`config.mk`:
```
export PLATFORM = sky130hd
export DESIGN_NAME = vreg_access_ctrl_flat
export DESIGN_NICKNAME = d
export VERILOG_FILES = /design/src/rtl/vreg_access_ctrl_pkg.sv /design/src/rtl/vreg_access_ctrl_if.sv /design/src/rtl/vreg_access_ctrl_rr_arb2.sv /design/src/rtl/vreg_access_ctrl.sv /design/src/flat_wrapper.sv
export SDC_FILE = /design/constraint.sdc
export NUM_CORES = 1
export LEC_CHECK = 0
export BUFFER_PORTS_ARGS = -buffer_cell sky130_fd_sc_hd__buf_4
export CAP_MARGIN = 20
export CELL_PAD_IN_SITES_DETAIL_PLACEMENT = 1
export CELL_PAD_IN_SITES_GLOBAL_PLACEMENT = 1
export CORE_AREA = 5 5 316 318
export CTS_CLUSTER_SIZE = 24
export DETAILED_ROUTE_END_ITERATION = 7
export DIE_AREA = 0 0 321 323
export GPL_TIMING_DRIVEN = 0
export PLACE_DENSITY_LB_ADDON = 0.1
export RECOVER_POWER = 50
export SYNTH_ARGS = -nofsm -noshare
export SYNTH_HDL_FRONTEND = slang
export SYNTH_SLANG_ARGS = --single-unit
```
`constraint.sdc`:
```
create_clock -name clk -period 2.71 [get_ports clk]
set_clock_uncertainty 0.1 [all_clocks]
set_input_delay 0.4065 -clock clk [delete_from_list [all_inputs] [get_ports clk]]
set_output_delay 0.4065 -clock clk [all_outputs]
set_load 0.01 [all_outputs]
```
`src/rtl/vreg_access_ctrl_pkg.sv`:
```
`default_nettype none
//------------------------------------------------------------------------------
// vreg_pkg: shared sizing, requester IDs and arbiter pointer type
// Rev 1.0
//------------------------------------------------------------------------------
package vreg_pkg;

  localparam int NUM_VREGS = 8;
  localparam int VREG_AW   = 3;
  localparam int VREG_DW   = 256;

  localparam int NUM_REQ   = 2;
  localparam int REQ_VALU  = 0;
  localparam int REQ_VLSU  = 1;

  typedef logic [NUM_REQ-1:0] req_vec_t;

  // Which requester wins when both ask in the same cycle.
  typedef enum logic {
    PRIO_VALU = 1'b0,
    PRIO_VLSU = 1'b1
  } rr_ptr_e;

endpackage
`default_nettype wire

```
`src/rtl/vreg_access_ctrl_if.sv`:
```
`default_nettype none
//------------------------------------------------------------------------------
// vreg_access_ctrl_if: requester issue/writeback bus and register-file port
// Rev 1.0
//------------------------------------------------------------------------------
interface vreg_access_ctrl_if #(
  parameter int NUM_VREGS = vreg_pkg::NUM_VREGS,
  parameter int VREG_AW   = vreg_pkg::VREG_AW,
  parameter int VREG_DW   = vreg_pkg::VREG_DW
);
  import vreg_pkg::*;

  // Per-requester vectors, indexed by REQ_VALU / REQ_VLSU.
  req_vec_t                         rd_req;
  logic [NUM_REQ-1:0][VREG_AW-1:0]  rd_srcA;
  logic [NUM_REQ-1:0][VREG_AW-1:0]  rd_srcB;
  req_vec_t                         rd_wr;
  logic [NUM_REQ-1:0][VREG_AW-1:0]  rd_dst;
  req_vec_t                         rd_gnt;
  req_vec_t                         rd_valid;

  req_vec_t                         wb_req;
  logic [NUM_REQ-1:0][VREG_AW-1:0]  wb_addr;
  logic [NUM_REQ-1:0][VREG_DW-1:0]  wb_data;
  req_vec_t                         wb_gnt;

  logic [VREG_AW-1:0]               VreadA;
  logic [VREG_AW-1:0]               VreadB;
  logic                             VwrEn;
  logic [VREG_AW-1:0]               VwrAddr;
  logic [VREG_DW-1:0]               Vwrdata;
  logic [NUM_VREGS-1:0]             busy_vec;
  logic                             wb_err;

  modport slave (
    input  rd_req, rd_srcA, rd_srcB, rd_wr, rd_dst,
    input  wb_req, wb_addr, wb_data,
    output rd_gnt, rd_valid, wb_gnt,
    output VreadA, VreadB, VwrEn, VwrAddr, Vwrdata, busy_vec, wb_err
  );

  modport master (
    output rd_req, rd_srcA, rd_srcB, rd_wr, rd_dst,
    output wb_req, wb_addr, wb_data,
    input  rd_gnt, rd_valid, wb_gnt,
    input  VreadA, VreadB, VwrEn, VwrAddr, Vwrdata, busy_vec, wb_err
  );

endinterface
`default_nettype wire

```
`src/rtl/vreg_access_ctrl_rr_arb2.sv`:
```
`default_nettype none
//------------------------------------------------------------------------------
// rr_arb2: 2-way round-robin arbiter; pointer flips only when both requesters contend
// Rev 1.0
//------------------------------------------------------------------------------
module rr_arb2 (
  input  wire logic       clk,
  input  wire logic       rst_n,
  input  wire logic [1:0] req_i,
  output logic      [1:0] gnt_o
);
  import vreg_pkg::*;

  rr_ptr_e ptr_q;
  rr_ptr_e ptr_d;

  always_ff @(posedge clk or negedge rst_n) begin
    if (!rst_n) begin
      ptr_q <= PRIO_VALU;
    end else begin
      ptr_q <= ptr_d;
    end
  end

  // Grants are held low for the whole reset interval, not just at the edge.
  always_comb begin
    gnt_o = 2'b00;
    ptr_d = ptr_q;
    if (rst_n) begin
      case (req_i)
        2'b01: gnt_o = 2'b01;
        2'b10: gnt_o = 2'b10;
        2'b11: begin
          if (ptr_q == PRIO_VALU) begin
            gnt_o = 2'b01;
            ptr_d = PRIO_VLSU;
          end else begin
            gnt_o = 2'b10;
            ptr_d = PRIO_VALU;
          end
        end
        default: gnt_o = 2'b00;
      endcase
    end
  end

endmodule
`default_nettype wire

```
`src/rtl/vreg_access_ctrl.sv`:
```
`default_nettype none
//------------------------------------------------------------------------------
// vreg_access_ctrl: issue/writeback arbitration and busy scoreboard for the VRF
// Rev 1.0
//------------------------------------------------------------------------------
module vreg_access_ctrl #(
  parameter int NUM_VREGS = vreg_pkg::NUM_VREGS,
  parameter int VREG_AW   = vreg_pkg::VREG_AW,
  parameter int VREG_DW   = vreg_pkg::VREG_DW
) (
  input  wire logic          clk,
  input  wire logic          rst_n,
  vreg_access_ctrl_if.slave  bus
);
  import vreg_pkg::*;

  logic [NUM_VREGS-1:0] busy_q, busy_d;
  logic                 err_q, err_d;
  req_vec_t             rd_valid_q;
  logic [VREG_AW-1:0]   vra_q, vrb_q;

  req_vec_t             elig;
  req_vec_t             rd_gnt;
  req_vec_t             wb_gnt;
  logic                 rd_win;
  logic                 wb_win;
  logic [VREG_AW-1:0]   vra, vrb;
  logic [VREG_AW-1:0]   wr_addr;
  logic [VREG_DW-1:0]   wr_data;

  // Hazard check sees only the registered scoreboard; a writeback clearing a
  // bit this cycle frees its dependants on the following cycle.
  always_comb begin
    elig = '0;
    for (int i = 0; i < NUM_REQ; i++) begin
      elig[i] = bus.rd_req[i]
              & ~busy_q[bus.rd_srcA[i]]
              & ~busy_q[bus.rd_srcB[i]]
              & (~bus.rd_wr[i] | ~busy_q[bus.rd_dst[i]]);
    end
  end

  rr_arb2 u_issue_arb (
    .clk   (clk),
    .rst_n (rst_n),
    .req_i (elig),
    .gnt_o (rd_gnt)
  );

  rr_arb2 u_wb_arb (
    .clk   (clk),
    .rst_n (rst_n),
    .req_i (bus.wb_req),
    .gnt_o (wb_gnt)
  );

  assign rd_win  = rd_gnt[REQ_VLSU];
  assign wb_win  = wb_gnt[REQ_VLSU];
  assign wr_addr = bus.wb_addr[wb_win];
  assign wr_data = bus.wb_data[wb_win];

  always_comb begin
    vra = vra_q;
    vrb = vrb_q;
    if (|rd_gnt) begin
      vra = bus.rd_srcA[rd_win];
      vrb = bus.rd_srcB[rd_win];
    end
  end

  // Clear first, then set, so a forced same-bit set/clear leaves the bit set.
  always_comb begin
    busy_d = busy_q;
    err_d  = err_q;
    if (|wb_gnt) begin
      if (!busy_q[wr_addr]) begin
        err_d = 1'b1;
      end
      busy_d[wr_addr] = 1'b0;
    end
    if ((|rd_gnt) && bus.rd_wr[rd_win]) begin
      busy_d[bus.rd_dst[rd_win]] = 1'b1;
    end
  end

  always_ff @(posedge clk or negedge rst_n) begin
    if (!rst_n) begin
      busy_q     <= '0;
      err_q      <= 1'b0;
      rd_valid_q <= '0;
      vra_q      <= '0;
      vrb_q      <= '0;
    end else begin
      busy_q     <= busy_d;
      err_q      <= err_d;
      rd_valid_q <= rd_gnt;
      vra_q      <= vra;
      vrb_q      <= vrb;
    end
  end

  assign bus.rd_gnt   = rd_gnt;
  assign bus.rd_valid = rd_valid_q;
  assign bus.wb_gnt   = wb_gnt;
  assign bus.VreadA   = vra;
  assign bus.VreadB   = vrb;
  assign bus.VwrEn    = |wb_gnt;
  assign bus.VwrAddr  = wr_addr;
  assign bus.Vwrdata  = wr_data;
  assign bus.busy_vec = busy_q;
  assign bus.wb_err   = err_q;

endmodule
`default_nettype wire
```
`src/flat_wrapper.sv`:
```
// flat-port wrapper written by rule: the top's interface ports become plain ports
module vreg_access_ctrl_flat import vreg_pkg::*;
#(
  parameter int NUM_VREGS = vreg_pkg::NUM_VREGS,
  parameter int VREG_AW   = vreg_pkg::VREG_AW,
  parameter int VREG_DW   = vreg_pkg::VREG_DW
)
  (clk, rst_n, bus_rd_req, bus_rd_srcA, bus_rd_srcB, bus_rd_wr, bus_rd_dst, bus_wb_req, bus_wb_addr, bus_wb_data, bus_rd_gnt, bus_rd_valid, bus_wb_gnt, bus_VreadA, bus_VreadB, bus_VwrEn, bus_VwrAddr, bus_Vwrdata, bus_busy_vec, bus_wb_err);
  vreg_access_ctrl_if #(.NUM_VREGS(NUM_VREGS), .VREG_AW(VREG_AW), .VREG_DW(VREG_DW)) bus_i ();
  input  wire logic clk;
  input  wire logic rst_n;
  input wire logic [$bits(bus_i.rd_req)-1:0] bus_rd_req;
  input wire logic [$bits(bus_i.rd_srcA)-1:0] bus_rd_srcA;
  input wire logic [$bits(bus_i.rd_srcB)-1:0] bus_rd_srcB;
  input wire logic [$bits(bus_i.rd_wr)-1:0] bus_rd_wr;
  input wire logic [$bits(bus_i.rd_dst)-1:0] bus_rd_dst;
  input wire logic [$bits(bus_i.wb_req)-1:0] bus_wb_req;
  input wire logic [$bits(bus_i.wb_addr)-1:0] bus_wb_addr;
  input wire logic [$bits(bus_i.wb_data)-1:0] bus_wb_data;
  output wire logic [$bits(bus_i.rd_gnt)-1:0] bus_rd_gnt;
  output wire logic [$bits(bus_i.rd_valid)-1:0] bus_rd_valid;
  output wire logic [$bits(bus_i.wb_gnt)-1:0] bus_wb_gnt;
  output wire logic [$bits(bus_i.VreadA)-1:0] bus_VreadA;
  output wire logic [$bits(bus_i.VreadB)-1:0] bus_VreadB;
  output wire logic [$bits(bus_i.VwrEn)-1:0] bus_VwrEn;
  output wire logic [$bits(bus_i.VwrAddr)-1:0] bus_VwrAddr;
  output wire logic [$bits(bus_i.Vwrdata)-1:0] bus_Vwrdata;
  output wire logic [$bits(bus_i.busy_vec)-1:0] bus_busy_vec;
  output wire logic [$bits(bus_i.wb_err)-1:0] bus_wb_err;
  assign bus_i.rd_req = bus_rd_req;
  assign bus_i.rd_srcA = bus_rd_srcA;
  assign bus_i.rd_srcB = bus_rd_srcB;
  assign bus_i.rd_wr = bus_rd_wr;
  assign bus_i.rd_dst = bus_rd_dst;
  assign bus_i.wb_req = bus_wb_req;
  assign bus_i.wb_addr = bus_wb_addr;
  assign bus_i.wb_data = bus_wb_data;
  assign bus_rd_gnt = bus_i.rd_gnt;
  assign bus_rd_valid = bus_i.rd_valid;
  assign bus_wb_gnt = bus_i.wb_gnt;
  assign bus_VreadA = bus_i.VreadA;
  assign bus_VreadB = bus_i.VreadB;
  assign bus_VwrEn = bus_i.VwrEn;
  assign bus_VwrAddr = bus_i.VwrAddr;
  assign bus_Vwrdata = bus_i.Vwrdata;
  assign bus_busy_vec = bus_i.busy_vec;
  assign bus_wb_err = bus_i.wb_err;
  vreg_access_ctrl #(.NUM_VREGS(NUM_VREGS), .VREG_AW(VREG_AW), .VREG_DW(VREG_DW)) u_core (.clk(clk), .rst_n(rst_n), .bus(bus_i));
endmodule
```
==> metrics.md <==
| Metric | Value |
|---|---|
| Outcome | complete, but fails checks |
| Violated checks | negative hold slack, negative setup slack |
| Synth Net Count | between 1,500 and 2,000 |
| Global-route wire length before repair | 81,400 um |
| Yosys cell types | between 40 and 50 |
| Routed len/inst | 19.8 um |
| Clock Power Share | 0.065 |
| Tcrit/Tclk final | 1.17 |
| Initial Util | 0.0480 |
| FF-to-FF End | u_core.vrb_q[0] |
| Post-synth EDFFs | 0 |
| Seq pwr share | 0.117 |
| Drt pass-1 iters | 5 |
| Clock Pin Slew Worst Setup and Hold Paths | 70 ps |
| Root buf cell | clkbuf_16 |
| Worst setup startpoint | u_core.bus.busy_vec[1] |
| Antenna violations before repair | 9 |
| Int Pwr | 2.83 mW |
| HPWL Detailed | 55,400 um |
| Fin. max-slew vios | 0 |
| Crit path time final | around 3200 ps |
| Sequential share of the synthesized area | 0.103 |
| Pwr Total | between 5 and 6 mW |
| Post-Synthesis Cells | 972 |
| Placer Congestion | 0.814 |
| Final nets | ~2,400 |
| Final worst setup slack | -460 ps |
| # setup viols final | 8 |
| PortBufs | about 800 |
| Die W | roughly 320 um |
| Comb pwr share | 0.819 |
| CP endpoint kind | output pin |
| Area Growth Syn to Fin | 186% |
| CTS buffer count | 3 |
| Main synth FF type | dfrtp_1 |
| Flop2flop setup slack | about 110 ps |
| Vias in the first global route | 10,500 |
| Sink Count | 19 |
| Mapped Avg Cell Area | between 4 and 5 um^2 |
| Cell Pwr Density | between 300 and 400 nW/um^2 |
| Warnings from Yosys | 0 |
| Critical path type | flip-flop to output pin |
| Crit path max fanout | 8 |
| Commonest non-fill, non-tap cell in the layout | buf_4 |
| FILL cells | 11,900 |
| Die footprint | 104,000 um^2 |
| Syn Std Cell Area | roughly 4600 um^2 |
| H-Tree Level Count | 1 |
| CTS Buffer Depth | 2 |
| Crit path to | bus_VreadB[1] |
| CP required | around 2200 ps |
| IO Count | roughly 830 |
| Pin count of the biggest net entering global routing | 22 |
| #FFs+latches synth | 19 |
| GRT overflow | 0 |
| Worst vdd ir | between 0.0002 and 0.00025 V |
| Iteration-0 DRC count of the detailed router | between 300 and 400 |
| Vias per cell | 3.06 |
| Fmax | roughly 0.32 GHz |
| Tot GR Track Use | 0.108 |
| Worst-Margin Slew | just under 900 ps |
| Die Height | around 320 um |
| Routed wire length | slightly above 60,000 um |
| Clk_lat worst skew | around 260 ps |
| Worst min-delay path class | input pin to async pin |
| Final hold slack | -66.4 ps |
| Sw frac | 0.451 |
| RSZ-0062 raised after global routing | true |
| Worst reg2reg path depth | 10 |
| Psw | approximately 2.3 mW |
| Via count | approximately 9,500 |
| Rel. slew slack | 0.414 |
| Total Neg Setup Slack | -3020 ps |
| Fraction of layout cells with a size suffix above 1 | 0.527 |
| Most frequent cells in the layout | buf_4 (845), nand2_1 (774), inv_1 (24), clkbuf_2 (23) |
| Hold Fails Final Rpt | 19 |
| Antenna Nets Post-Route | 0 |
| Core area | ~96,000 um^2 |
| WP data arrival | between 2000 and 3000 ps |
| Rows | around 110 |
| Reg-to-reg startpoint | u_core.bus.busy_vec[1] |
| CTS tree | yes |
| Leakage Power | around 7.4 nW |
| Max-Cap Viols | 0 |
| Ys async rst share | 1.00 |
| Worst setup SP type | flip-flop |
| Pre-CTS setup slack | -1480 ps |
| DRC violations left | 0 |
## per-layer routing
layer,vias to the layer above,share of wire,GRT usage
met5,-,0.00066,0
met4,6,0.0068,0.00955
met3,20,0.076,0.0313
met2,390,0.56,0.218
met1,4396,0.36,0.114
li1,4725,-,-
## flip-flops by register name, summed over array words and instances, names as in the netlist
signal / flops
u_core.u_issue_arb.ptr_q: 1
u_core.bus.rd_valid: 2
u_core.bus.wb_err: 1
u_core.vrb_q: 3
u_core.bus.busy_vec: 8
u_core.u_wb_arb.ptr_q: 1
u_core.vra_q: 3
## critical path, cell delays in order, from the launching register on
cell and delay [ps]:
dfrtp_2 470, buf_6 150, mux4_2 460, nand2_2 90
nand4_1 200, nor2_4 230, buf_4 140, and3_4 250
a222oi_1 120, buf_4 160, buf_4 140
## synth_stat cells (2+ instances only)
| cell type | number | area (um^2) |
|---|---|---|
| a222oi_1 | 6 | 60.1 |
| a32oi_1 | 4 | 35.0 |
| buf_1 | 3 | 11.3 |
| buf_2 | 2 | 10.0 |
| buf_6 | 2 | 22.5 |
| clkbuf_1 | 56 | 210 |
| dfrtp_1 | 19 | 475 |
| inv_1 | 26 | 97.6 |
| mux2_2 | 2 | 22.5 |
| mux2i_1 | 6 | 60.1 |
| mux4_1 | 2 | 52.6 |
| mux4_2 | 11 | 248 |
| nand2_1 | 781 | 2930 |
| nand3_1 | 5 | 25.0 |
| nand3b_1 | 2 | 15.0 |
| nand4_1 | 5 | 31.3 |
| nor2_1 | 2 | 7.51 |
| nor2b_1 | 3 | 18.8 |
| o211ai_1 | 3 | 22.5 |
| o21ai_0 | 5 | 25.0 |
| o31ai_1 | 4 | 30.0 |
| or4_1 | 2 | 15.0 |
| xnor2_1 | 2 | 17.5 |
## power groups by stage
| stage | Sequential (mW) | Combinational [mW] | Clock, mW |
|---|---|---|---|
| 6_report | 0.603 | 4.22 | 0.333 |
| 4_1_cts | 0.624 | 4.22 | 0.356 |
| 3_5_place_dp | 0.638 | 3.78 | 0 |
| 3_3_place_gp | 0.639 | 3.77 | 0 |
| 2_1_floorplan | 0.551 | 1.47 | 0 |
| 5_1_grt | 0.622 | 4.61 | 0.362 |
## kinds of logic after synthesis
| group | Yosys count | share of synthesized area |
|---|---|---|
| multiplexers | 21 | 0.0829 |
| AND/OR/NAND/NOR | 807 | 0.671 |
| AO/OA/AOI/OAI | 33 | 0.0628 |
| XOR/XNOR | 2 | 0.00379 |
| flip-flops | 19 | 0.103 |
| buffers and inverters | 90 | 0.0769 |
## what timing repair did
item                                   CTS  global route
gates resized for setup                147            12
setup endpoints to repair              275            48
endpoints found under the hold margin   19            19
pin swaps                               21            10
buffers inserted                        35            13
## metrics by stage
stage	cell area, um^2	hold WS, ps	util	instances
6_report	13200	-66.4	0.137	3117
5_1_grt	13200	-43.7	0.137	3115
4_1_cts	13100	-46.1	0.136	3101
3_5_place_dp	12400	242	0.129	3069
3_3_place_gp	12400	241	0.129	3068
2_1_floorplan	4630	10.9	-	972
## final cells by class
| cell class | count | area, um^2 | area share |
|---|---|---|---|
| Buffer | 62 | 548 | 0.0415 |
| Multi-Input combinational cell | 863 | 3850 | 0.292 |
| Antenna cell | 6 | 15.0 | 0.00114 |
| Clock inverter | 1 | 7.51 | 0.000569 |
| Timing Repair Buffer | 860 | 6510 | 0.493 |
| Inverter | 27 | 114 | 0.00863 |
| Clock buffer | 3 | 75.1 | 0.00569 |
| Tap cell | 1276 | 1600 | 0.121 |
| Sequential cell | 19 | 485 | 0.0368 |
## worst min path at each step
stage | startpoint | to | slack [ps] | depth (start not counted)
2_1_floorplan | rst_n | u_core.bus.busy_vec[0] | 10 | 0
3_3_place_gp | rst_n | u_core.vrb_q[2] | 240 | 1
3_5_place_dp | rst_n | u_core.vrb_q[2] | 240 | 1
4_1_cts | rst_n | u_core.vrb_q[2] | -50 | 1
5_1_grt | rst_n | u_core.vrb_q[2] | -40 | 1
6_report | rst_n | u_core.vrb_q[2] | -70 | 1
No activity file was read; power rests on OpenSTA's default activity.
